==> src/rtl/shift_serializer.sv <==
// -----------------------------------------------------------------------------
// shift_serializer
//
// Purpose:
//   Parallel-to-serial stage that sits after the parallel register. It takes
//   the registered word through a load/ready handshake. It then shifts the
//   word out one bit per external shift_en tick. A one-cycle frame_done pulse
//   marks the end of each frame.
//
// Parameters:
//   DATA_WIDTH : width of the parallel word (2..32)
//   MSB_FIRST  : 0 = shift LSB first, 1 = shift MSB first
//
// Ports:
//   Clk        in   system clock, rising edge
//   reset_n    in   asynchronous active-low reset
//   D          in   parallel word from the upstream register
//   load_valid in   upstream has a word on D
//   load_ready out  stage is idle and accepts a word this cycle
//   shift_en   in   bit-advance tick
//   sout       out  serial data bit (idles high)
//   sout_valid out  sout carries a frame bit
//   frame_done out  one-cycle pulse after the last bit is consumed
//   bit_cnt    out  index of the bit currently on sout
//
// Optional feature:
//   SHIFT_SERIALIZER_PARITY_EN: when defined, the stage latches an even-parity
//   bit (^D) at accept. It sends that bit as an extra final frame bit.
// -----------------------------------------------------------------------------
module shift_serializer #(
  parameter int DATA_WIDTH = 8,
  parameter int MSB_FIRST  = 0
) (
  input  logic                            Clk,
  input  logic                            reset_n,
  input  logic [DATA_WIDTH-1:0]           D,
  input  logic                            load_valid,
  output logic                            load_ready,
  input  logic                            shift_en,
  output logic                            sout,
  output logic                            sout_valid,
  output logic                            frame_done,
  output logic [$clog2(DATA_WIDTH+2)-1:0] bit_cnt
);

  localparam int CNT_W = $clog2(DATA_WIDTH + 2);
`ifdef SHIFT_SERIALIZER_PARITY_EN
  localparam int FRAME_LEN = DATA_WIDTH + 1;
`else
  localparam int FRAME_LEN = DATA_WIDTH;
`endif
  localparam logic [CNT_W-1:0] LAST_IDX = CNT_W'(FRAME_LEN - 1);

  typedef enum logic [1:0] {
    IDLE,
    SHIFT,
    DONE
  } state_t;

  state_t                state;
  state_t                next_state;
  logic [DATA_WIDTH-1:0] shreg;
  logic [DATA_WIDTH-1:0] shreg_shifted;
  logic                  tx_bit;
  logic                  accept;
  logic                  advance;

  assign accept  = (state == IDLE) && load_valid;
  assign advance = (state == SHIFT) && shift_en && (bit_cnt != LAST_IDX);

  // Shift toward the output end and zero-fill the vacated bit.
  assign shreg_shifted = (MSB_FIRST != 0) ? {shreg[DATA_WIDTH-2:0], 1'b0}
                                          : {1'b0, shreg[DATA_WIDTH-1:1]};

`ifdef SHIFT_SERIALIZER_PARITY_EN
  logic parity;

  // Parity is taken from the word as captured, so later D changes do not matter.
  always_ff @(posedge Clk or negedge reset_n) begin
    if (!reset_n)
      parity <= 1'b0;
    else if (accept)
      parity <= ^D;
  end

  // After the data bits have gone out, the counter reaches DATA_WIDTH.
  // The parity bit is sent in that final slot.
  assign tx_bit = (bit_cnt == CNT_W'(DATA_WIDTH)) ? parity
                : ((MSB_FIRST != 0) ? shreg[DATA_WIDTH-1] : shreg[0]);
`else
  assign tx_bit = (MSB_FIRST != 0) ? shreg[DATA_WIDTH-1] : shreg[0];
`endif

  // State register.
  always_ff @(posedge Clk or negedge reset_n) begin
    if (!reset_n)
      state <= IDLE;
    else
      state <= next_state;
  end

  // Next-state logic and output decode. The outputs come only from
  // registered state, so no input reaches an output combinationally.
  always_comb begin
    next_state = state;
    load_ready = 1'b0;
    sout       = 1'b1;
    sout_valid = 1'b0;
    frame_done = 1'b0;
    case (state)
      IDLE: begin
        load_ready = 1'b1;
        if (load_valid)
          next_state = SHIFT;
      end
      SHIFT: begin
        sout_valid = 1'b1;
        sout       = tx_bit;
        if (shift_en && (bit_cnt == LAST_IDX))
          next_state = DONE;
      end
      DONE: begin
        frame_done = 1'b1;
        next_state = IDLE;
      end
      default: next_state = IDLE;
    endcase
  end

  // Shift register and bit counter. The counter is not stepped on the final
  // tick, so it still holds FRAME_LEN-1 while the stage is in DONE.
  always_ff @(posedge Clk or negedge reset_n) begin
    if (!reset_n) begin
      shreg   <= '0;
      bit_cnt <= '0;
    end else if (accept) begin
      shreg   <= D;
      bit_cnt <= '0;
    end else if (advance) begin
      shreg   <= shreg_shifted;
      bit_cnt <= bit_cnt + CNT_W'(1);
    end
  end

endmodule

==> config.mk <==
export PLATFORM = sky130hd
export DESIGN_NAME = shift_serializer
export DESIGN_NICKNAME = d
export VERILOG_FILES = /design/src/rtl/shift_serializer.sv
export SDC_FILE = /design/constraint.sdc
export NUM_CORES = 1
export LEC_CHECK = 0
export CORE_ASPECT_RATIO = 0.9
export CORE_MARGIN = 5
export CORE_UTILIZATION = 25
export CTS_CLUSTER_SIZE = 8
export DETAILED_ROUTE_END_ITERATION = 10
export GPL_ROUTABILITY_DRIVEN = 0
export SYNTH_ARGS = -nofsm -noshare
export SYNTH_HDL_FRONTEND = slang
export SYNTH_SLANG_ARGS = --single-unit
==> constraint.sdc <==
create_clock -name Clk -period 4.43 [get_ports Clk]
set_input_delay 0.6645 -clock Clk [delete_from_list [all_inputs] [get_ports Clk]]
set_output_delay 0.6645 -clock Clk [all_outputs]
set_load 0.1 [all_outputs]
-- Word level (Yosys, flattened, before mapping)
Cells that the tools add are included.
- eq/ne operators: 6
- muxes and demuxes: 11
- reduce and logical (&&, ||, !) cells: 7
- $add $sub $neg: 1
- operators by type and width (cell ; count):
    8-bit 2-to-1 mux ; 2
    4-bit 2-to-1 mux ; 2
    4-bit by 1-bit adder with 4-bit output, second input constant ; 1
    4-bit by 3-bit equality test with 1-bit output, second input constant ; 1
    1-bit logical AND ; 4
    1-bit 2-to-1 mux ; 4
    2-bit 2-to-1 mux ; 2
    4-bit by 3-bit != test with 1-bit output, second input constant ; 1
    2-bit one-hot mux with 2 select lines ; 1
    2-bit by 1-bit equality test with 1-bit output, second input constant ; 1
    2-bit equality test, second input constant ; 1
    2-bit logical NOT ; 1
    2-bit by 1-bit != test with 1-bit output, second input constant ; 1
    2-bit != test, second input constant ; 1
    2-bit AND reduction ; 1
    2-bit nonzero test ; 1
- input bits: 12
- output and inout port bits: 8
- bits in registers: 14

-- Longest topological paths before layout
Gate-level depths: netlist (run 1).
- depth in word-level cells: 5
- depth in mapped cells: 5
- mapped depth without buffers: 4

-- Least setup slack after synthesis (run 1)
OpenSTA, ideal clock, no wires.
- path kind: flip-flop to output port
- start point: reg state[0]
- end point: out sout
- stages on the path, launching flop included: 3
- required time: 3766 ps
- data arrival time: 2929 ps
- setup slack: 836 ps
- cells stage by stage: dfrtp_1 nor2b_1 nand2b_1
- cells in the longest elaborated chain, start to end: 2
- ends and longest elaborated chain (element ; line ; RTL):
    start: declaration ; 60 ; state_t state;
    start signal: assignment ; 99 ; state <= next_state;
    2-bit by 1-bit equality test with 1-bit output ; 110 ; case (state)
    1-bit 2-to-1 mux ; 110 ;
    end: declaration ; 40 ; output logic sout,
Every way passes these cells.

-- Worst setup path in the final report (run 1)
- start point: reg state[0]
- end point: out sout_valid
- cells in the longest elaborated chain, start to end: 2
- ends and longest elaborated chain (element ; line ; RTL):
    2-bit by 1-bit equality test with 1-bit output ; 110 ;
    1-bit 2-to-1 mux ; 110 ;
    end: declaration ; 41 ; output logic sout_valid,
Every way passes these cells.

==> out/qor.txt, run 1 <==
Min-Delay Startpoint -> shreg[4]$_DFFE_PN0P_
Endpoint class of the critical path -> output port
TritonCTS clock tree -> yes
Top-area cell type share of the netlist area -> 48.9%
Reg power frac -> 30.1%
Sequential cell area -> 350 um2
Setup Viol. Count Final -> 0
Peak Freq -> 0.352 GHz
Syn Nets -> 90
Clock share of power -> 9.9%
Multi-input gate area -> 345 um2
Period utilization -> 64.2%
Nets@finish -> 109
Clk buf depth -> 2
Die width -> 66.5 um
R2r startpoint -> state[1]$_DFFE_PN0P_
GRT overflow -> 0
Row count -> 18
Drt via density -> 4.74
Critical path buffers and inverters -> 1
CP required -> 3.77 ns
Largest area contributor in the netlist -> dfrtp_1
Final hold slack -> 0.547 ns
Clk_skew -> 0.00504 ns
Die Height -> 60.8 um
Critical path startpoint -> state[0]$_DFFE_PN0P_
Synth cell count leaders -> 14 x dfrtp_1, 12 x o21ai_0, 9 x a21oi_1, 8 x nor2_1, 7 x a31oi_1
CP Data Arrival Time -> 2.18 ns
Status -> finished clean
CTS sink cnt -> 14
CTS clk-pin slew, worst paths -> 0.08 ns
Delay-heaviest family, CP -> buffers and inverters
DRC violations left -> 0
Crit-path slowest cell -> clkdlybuf4s50_1
CP max stage delay -> 1.18 ns
P&R area growth vs syn -> 33.7%
FILL cells -> 306
Worst path cell trace -> nor2b_1 > clkdlybuf4s50_1
CTS Hold Bufs -> 0
Via count -> 635
Most common cell in the synthesized netlist -> dfrtp_1
Seq/Total Area, Yosys -> 48.9%
Crit path kind -> flop to output port
Internal power -> 0.334 mW
GRT Overall Usage -> 9.19%
Post-CTS Setup Bufs -> 0
Asr flop ratio synth -> 100%
Initial antenna violation count -> 0
CP max FO -> 7
Synth warn -> 0
Top FF cell, synth -> dfrtp_1
Routed Antenna Nets -> 0
Unique masters post-synth -> 24
WL/cell -> 12.5 um
Peak supply drop -> 0.132 mV
Endpoints failing hold -> 0
Clk Tree Root Cell -> clkbuf_4
IO Pins -> 20
Resize count post-CTS -> 0
Vias in the first global route -> 604
Worst rel slew slack -> 34.5%
Pleak -> 0.386 nW
Syn avg cell area -> 9.31 um2
P per Cell Area -> 762 nW/um2
Min-delay worst type -> flop to flop
Mapped Cells -> 77
Diode count -> 0
Max-Cap Viols -> 0
Switching fraction of total power -> 54.2%
Initial Utilization -> 26.1%
Cts bufs inserted -> 3
Pins Over Slew Limit -> 0
Post-DP HPWL -> 1190 um
Post-Syn Area -> 717 um2
Number of flops mapped to enable cells by yosys -> 0
First-pass GRT wire length -> 2760 um
Sw Pwr -> 0.396 mW
Share of layout cells above drive strength 1 -> 8.51%
Setup TNS -> 0 ns
#FFs+latches synth -> 14
Die area -> 4040 um2
RSZ-0062 raised after global routing -> false
Minimum clock period -> 2.84 ns
H-tree depth -> 1
Core area -> 2750 um2
Startpoint types -> flop
Worst-Skew Late Latency -> 0.28 ns
1st-pass router iterations -> 4
Dominant cells by area after synthesis -> dfrtp_1 49%, o21ai_0 8.4%, a21oi_1 6.3%, a31oi_1 6.1%, nor2_1 4.2%
Port Buf Inserts -> 19
Combinational Power Share -> 60.0%
Largest net degree at the start of global routing -> 15
Final WL -> 1670 um
Slew @ Worst Pin -> 0.979 ns
Initial drt markers -> 46
-- tightest hold or removal path: cells and delay by family, from the launching register on --
| kind | cells | cell delay, ns |
|---|---|---|
| flip-flops | 1 | 0.38 |
| AO/OA/AOI/OAI | 2 | 0.13 |
-- power by group through the flow --
stage          Clock (mW)  Sequential, mW  Combinational (mW)
6_report           0.0721           0.220               0.438
5_1_grt            0.0804           0.227               0.466
4_1_cts            0.0770           0.220               0.442
3_5_place_dp            0           0.223               0.440
3_3_place_gp            0           0.221               0.438
2_1_floorplan           0           0.326               0.237
-- metrics by stage --
stage / utilization (%) / instance area [um2] / cells / power (mW) / setup WS [ns]
floorplan: - / 717 / 77 / 0.562 / 0.836
global placement: 34.1 / 936 / 131 / 0.658 / 1.94
detailed placement: 34.1 / 936 / 131 / 0.664 / 1.90
CTS: 34.9 / 958 / 134 / 0.739 / 1.59
global route: 34.9 / 958 / 134 / 0.774 / 1.54
finish: 34.9 / 958 / 134 / 0.730 / 1.59
-- cells in the final DEF (no fill, tap or decap), types with 2 or more instances in the layout --
cell,synthesis,routed
clkdlybuf4s50_1,0,19
nand3b_1,2,2
a31oi_1,7,7
o21ai_0,12,12
clkbuf_4,0,3
dfrtp_1,14,14
nand2_1,3,3
nor2_1,8,8
a21oi_1,9,9
nand3_1,3,3
-- final timing paths --
path	slack [ns]	cells past startpoint	to
worst max register to register	2.80	3	bit_cnt[3]$_DFFE_PN0P_
worst min-delay path	0.55	2	shreg[4]$_DFFE_PN0P_
worst min register to register	0.55	2	shreg[4]$_DFFE_PN0P_
max in group asynchronous	3.25	1	shreg[3]$_DFFE_PN0P_
min in group asynchronous	0.77	1	bit_cnt[3]$_DFFE_PN0P_
worst max-delay path	1.59	2	sout_valid
-- routing by layer --
metal	part of all wire, %	GRT usage (%)	vias up	wire length, um
met5	0	0	-	0
met3	5.5	2.59	2	92
met1	48	12.0	303	811
met2	45	13.7	14	759
met4	0.60	5.22	0	10
li1	-	-	316	-
-- sequential cells by signal (all words and copies together), names as in the netlist --
signal	count
shreg	8
bit_cnt	4
state	2
-- kinds of logic after synthesis --
logic type,count (synthesis),synth area share (%)
adders and majority gates,1,1.74
AOI/OAI and AO/OA,30,23.0
muxes,1,1.40
buffers and inverters,5,2.97
DFF,14,48.9
and+or+nand+nor,26,22.0
-- layout make-up --
type	count	share of cell area, %
well taps	40	5.22
repair buffers	19	19.8
clock buffers	3	2.35
flip-flops and latches	14	36.6
multi-input cells	58	36.0
Note: power is estimated with default switching activity, not from simulation.
==> run 2, diff against run 1 <==
==> constraint.sdc (replaced) <==
create_clock -name Clk -period 2.71 [get_ports Clk]
set_input_delay 0.4065 -clock Clk [delete_from_list [all_inputs] [get_ports Clk]]
set_output_delay 0.4065 -clock Clk [all_outputs]
set_load 0.1 [all_outputs]
==> run 2 against run 1 <==
Combinational power increased by 61%. First-iteration DRC count down 28%. Via count rose by 1.6%. Cell count up 0.75%. Sequential power rose by 65%. Core utilization shrank 0.14 points. Global-route usage decreased by 0.11 points. Critical path depth increased by 2. Register-to-register slack lost 1.7 ns. Clock-buffer cell count up 1. Worst hold slack got worse by 0.048 ns. Worst setup slack lost 0.59 ns.
==> out/qor.txt, run 2 (synthesis results as in run 1) <==
Status -> finished clean
Final WL -> 1660 um
Sw Pwr -> 0.654 mW
Peak supply drop -> 0.239 mV
P&R area growth vs syn -> 33.2%
Post-CTS Setup Bufs -> 0
Period utilization -> 63.3%
Max-Cap Viols -> 0
Clk Tree Root Cell -> clkbuf_4
Nets@finish -> 109
Max FFs per register -> 8
Die width -> 66.5 um
Worst rel slew slack -> 46.8%
Reg power frac -> 29.8%
Post-DP HPWL -> 1210 um
Min-delay worst type -> input port to async pin
CP required -> 2.92 ns
Largest register by flop count -> shreg
GRT Overall Usage -> 9.08%
Setup Viol. Count Final -> 0
Endpoint class of the critical path -> flop
Peak Freq -> 0.583 GHz
RSZ-0062 raised after global routing -> false
Core area -> 2750 um2
CTS clk-pin slew, worst paths -> 0.09 ns
CTS sink cnt -> 14
Initial antenna violation count -> 0
Drt via density -> 4.78
Vias in the first global route -> 610
CTS Hold Bufs -> 0
Cts bufs inserted -> 3
Worst-Skew Late Latency -> 0.28 ns
Initial Utilization -> 26.1%
Combinational Power Share -> 57.8%
Die Height -> 60.8 um
WL/cell -> 12.3 um
Minimum clock period -> 1.71 ns
Slew @ Worst Pin -> 0.795 ns
Port Buf Inserts -> 19
Largest net degree at the start of global routing -> 15
CP max FO -> 13
Leading cell type in the layout, fill and taps excluded -> dfrtp_1
Clk buf depth -> 2
CP Data Arrival Time -> 1.93 ns
Pleak -> 0.405 nW
Via count -> 645
TritonCTS clock tree -> yes
Resize count post-CTS -> 0
Top Registers -> shreg: 8 flops, bit_cnt: 4 flops, state: 2 flops
Die area -> 4040 um2
Startpoint types -> input port
IO Pins -> 20
P per Cell Area -> 1270 nW/um2
Clk_skew -> 0.00569 ns
Commonest non-fill, non-tap cells in the layout -> 14 x dfrtp_1, 12 x o21ai_0, 11 x clkdlybuf4s50_1
Pins Over Slew Limit -> 0
Endpoints failing hold -> 0
GRT overflow -> 0
Switching fraction of total power -> 53.8%
DRC violations left -> 0
Setup TNS -> 0 ns
1st-pass router iterations -> 4
Clock share of power -> 12.3%
Share of layout cells above drive strength 1 -> 18.9%
Crit path kind -> input port to flop
Core Util, Final -> 34.7%
Internal power -> 0.561 mW
First-pass GRT wire length -> 2730 um
Diode count -> 0
Row count -> 18
Initial drt markers -> 33
H-tree depth -> 1
Routed Antenna Nets -> 0
==> run 2: cell count changes in the layout (fill, tap and decap cells not counted), sizes merged <==
| cell | previous run | this run |
|---|---|---|
| clkbuf | 3 | 4 |
| buf | 0 | 8 |
| clkdlybuf4s50 | 19 | 11 |
==> run 2: through the flow <==
| stage | worst slack (ns) | hold WS, ns | area, um2 | instances | power [mW] |
|---|---|---|---|---|---|
| finish | 0.996 | 0.500 | 955 | 135 | 1.21 |
| global route | 0.916 | 0.535 | 955 | 135 | 1.30 |
| CTS | 1.01 | 0.514 | 955 | 135 | 1.22 |
| detailed placement | 0.729 | 0.530 | 918 | 131 | 1.07 |
| global placement | 0.759 | 0.531 | 918 | 131 | 1.06 |
| floorplan | 0.137 | 0.111 | 719 | 77 | 0.921 |
==> run 2: cell type report <==
| class | instances | area [um2] |
|---|---|---|
| Fill cell | 311 | 1790 |
| Sequential cell | 14 | 350 |
| Multi-Input combinational cell | 58 | 348 |
| Timing Repair Buffer | 19 | 170 |
| Tap cell | 40 | 50.0 |
| Clock buffer | 4 | 36.3 |
==> run 2: metal layers <==
layer | up-vias | share of wire, % | global-route usage (%) | wire, um
li1 | 316 | - | - | -
met3 | 2 | 8.0 | 4.44 | 132
met5 | - | 0 | 0 | 0
met2 | 24 | 45 | 14.0 | 748
met4 | 0 | 1.0 | 3.48 | 17
met1 | 303 | 46 | 11.0 | 761
==> run 2: worst paths after layout <==
kind                                 startpoint  depth (start not counted)                     end  slack (ns)
min                                     reset_n                          1    shreg[1]$_DFFE_PN0P_        0.50
max                                    shift_en                          4  bit_cnt[3]$_DFFE_PN0P_         1.0
max reg2reg                state[1]$_DFFE_PN0P_                          3  bit_cnt[3]$_DFFE_PN0P_        1.07
min reg2reg                shreg[4]$_DFFE_PN0P_                          2    shreg[4]$_DFFE_PN0P_        0.54
max in group asynchronous               reset_n                          1    state[0]$_DFFE_PN0P_        1.82
min in group Clk           shreg[4]$_DFFE_PN0P_                          2    shreg[4]$_DFFE_PN0P_        0.54
==> run 2: power by group through the flow <==
stage	Clock, mW	Sequential, mW	Combinational (mW)
floorplan	0	0.532	0.388
global placement	0	0.364	0.701
detailed placement	0	0.366	0.708
CTS	0.154	0.361	0.709
global route	0.164	0.377	0.754
finish	0.150	0.363	0.703
==> run 2: worst max-delay path: stages <==
cell             delay, ns
clkdlybuf4s50_1       0.51
nand3b_1              0.31
or4_4                 0.58
a21oi_2               0.12
==> run 3, diff against run 2 <==
==> constraint.sdc (replaced) <==
create_clock -name Clk -period 1.37 [get_ports Clk]
set_input_delay 0.2055 -clock Clk [delete_from_list [all_inputs] [get_ports Clk]]
set_output_delay 0.2055 -clock Clk [all_outputs]
set_load 0.1 [all_outputs]
==> run 3 against run 2 <==
The flow now finishes with violations (negative setup slack). Clock-buffer cell count is the same. Clock power grew 110%. Combinational power grew to 3.2 times the previous value. Non-clock buffer count grew 22. Wire length grew 33%. Worst setup slack lost 1.1 ns. Global-route usage grew 1.9 points. Critical path depth is the same. Critical endpoint unchanged. Sequential share of layout area shrank 11 points. Via count grew 16%. Clock skew shrank 0.0038 ns.
==> out/qor.txt, run 3 (synthesis results as in run 1) <==
GRT Overall Usage -> 11.0%
Period utilization -> 107%
Failing checks -> negative setup slack
Max-Cap Viols -> 0
FILL cells -> 265
RSZ-0062 raised after global routing -> true
Diode count -> 0
Initial Utilization -> 26.1%
Worst rel slew slack -> 82.5%
Setup TNS -> -0.421 ns
Top Registers -> shreg: 8 flops, bit_cnt: 4 flops, state: 2 flops
WL/cell -> 14.0 um
Initial drt markers -> 17
Max FFs per register -> 8
Leading cell type in the layout, fill and taps excluded -> buf_4
CP max stage delay -> 0.50 ns
Peak supply drop -> 0.545 mV
DRC violations left -> 0
Clk_skew -> 0.00187 ns
Pwr Total -> 3.32 mW
Worst path cell trace -> ha_4 > and3b_4 > or4_4 > a21oi_2
CTS Hold Bufs -> 0
Nets@finish -> 131
P per Cell Area -> 2390 nW/um2
Worst Reg-to-Reg Cells -> 4
Min-delay worst type -> input port to async pin
Cts bufs inserted -> 3
Crit Reg-Reg Endpoint -> bit_cnt[3]$_DFFE_PN0P_
Row count -> 18
TritonCTS clock tree -> yes
1st-pass router iterations -> 4
Endpoints failing hold -> 0
Clk Tree Root Cell -> clkbuf_4
Met3 routed WL -> 123 um
Initial antenna violation count -> 0
Slew @ Worst Pin -> 0.263 ns
Met2 routed WL -> 1080 um
Worst-Skew Late Latency -> 0.29 ns
CP required -> 1.59 ns
CP Data Arrival Time -> 1.69 ns
Routed Antenna Nets -> 0
Largest register by flop count -> shreg
Setup Viol. Count Final -> 8
GRT overflow -> 0
Flop2flop setup slack -> -0.1 ns
CTS clk-pin slew, worst paths -> 0.10 ns
H-tree depth -> 1
Core area -> 2750 um2
Final WL -> 2200 um
CP max FO -> 4
Peak Freq -> 0.682 GHz
Startpoint types -> flop
Via count -> 746
Post-DP HPWL -> 1470 um
First-pass GRT wire length -> 3390 um
Crit path kind -> flop to flop
Largest net degree at the start of global routing -> 15
Share of layout cells above drive strength 1 -> 50.4%
Commonest non-fill, non-tap cells in the layout -> 12 x buf_4, 11 x clkdlybuf4s50_1, 10 x dfrtp_1
R2r startpoint -> bit_cnt[1]$_DFFE_PN0P_
Port Buf Inserts -> 19
P&R area growth vs syn -> 93.5%
Fin worst setup slack -> -0.0955 ns
Multi-input gate area -> 459 um2
CTS sink cnt -> 14
Crit-path slowest cell -> dfrtp_4
Pins Over Slew Limit -> 0
IO Pins -> 20
Status -> finished with violations
Die Height -> 60.8 um
Clk buf depth -> 2
Die area -> 4040 um2
M1 wire length -> 982 um
Vias in the first global route -> 768
Pleak -> 0.576 nW
Endpoint class of the critical path -> flop
Sequential cell area -> 360 um2
Drt via density -> 4.75
Die width -> 66.5 um
Minimum clock period -> 1.47 ns
Uppermost layer routed -> met4
==> run 3: cell type report <==
type,instances,area share (%)
multi-input combinational,58,33.1
sequential,14,26.0
clock buffer,4,2.61
tap,40,3.61
timing repair buffer,41,34.7
==> run 3: what timing repair did <==
item / CTS / global route
pin swaps: 3 / 14
setup buffers: 6 / 2
gates resized for setup: 11 / 17
cloned: 1 / 0
endpoints found under the setup margin: 15 / 16
==> run 3: metrics by stage <==
step	utilization (%)	setup WS, ns	cell area (um2)	hold WS (ns)	instances
floorplan	-	-0.262	762	-0.0901	77
global placement	42.3	-0.182	1160	0.531	145
detailed placement	42.3	-0.190	1160	0.540	145
CTS	47.0	-0.100	1290	0.227	156
global route	50.5	-0.151	1390	0.238	157
finish	50.5	-0.0955	1390	0.224	157
==> run 3: worst max path at each step <==
| stage | from | end | slack, ns | depth (start not counted) |
|---|---|---|---|---|
| after floorplan | bit_cnt[1]$_DFFE_PN0P_ | bit_cnt[3]$_DFFE_PN0P_ | -0.26 | 4 |
| after global placement | load_valid | bit_cnt[2]$_DFFE_PN0P_ | -0.18 | 4 |
| after detailed placement | shift_en | bit_cnt[3]$_DFFE_PN0P_ | -0.19 | 4 |
| after CTS | state[1]$_DFFE_PN0P_ | sout | -0.10 | 4 |
| after global routing | state[1]$_DFFE_PN0P_ | sout | -0.15 | 4 |
| final | bit_cnt[1]$_DFFE_PN0P_ | bit_cnt[3]$_DFFE_PN0P_ | -0.1 | 4 |
==> run 3: worst max-delay path: cells and delay by family (launching register included) <==
family / cells / cell delay, ns
simple gates: 2 / 0.61
flops: 1 / 0.50
fa+ha+maj: 1 / 0.17
compound gates: 1 / 0.12
==> run 3: power breakdown <==
part	leakage [nW]	internal (mW)	switching (mW)	total [mW]
Clock	0.0210	0.162	0.158	0.319
Combinational	0.385	0.971	1.26	2.23
Sequential	0.170	0.608	0.161	0.769
Total	0.576	1.74	1.58	3.32
==> run 3: metal layers <==
metal / GRT usage [%] / vias to the layer above
li1: - / 359
met1: 11.9 / 359
met2: 20.2 / 26
met3: 3.70 / 2
met4: 3.77 / 0
met5: 0 / -
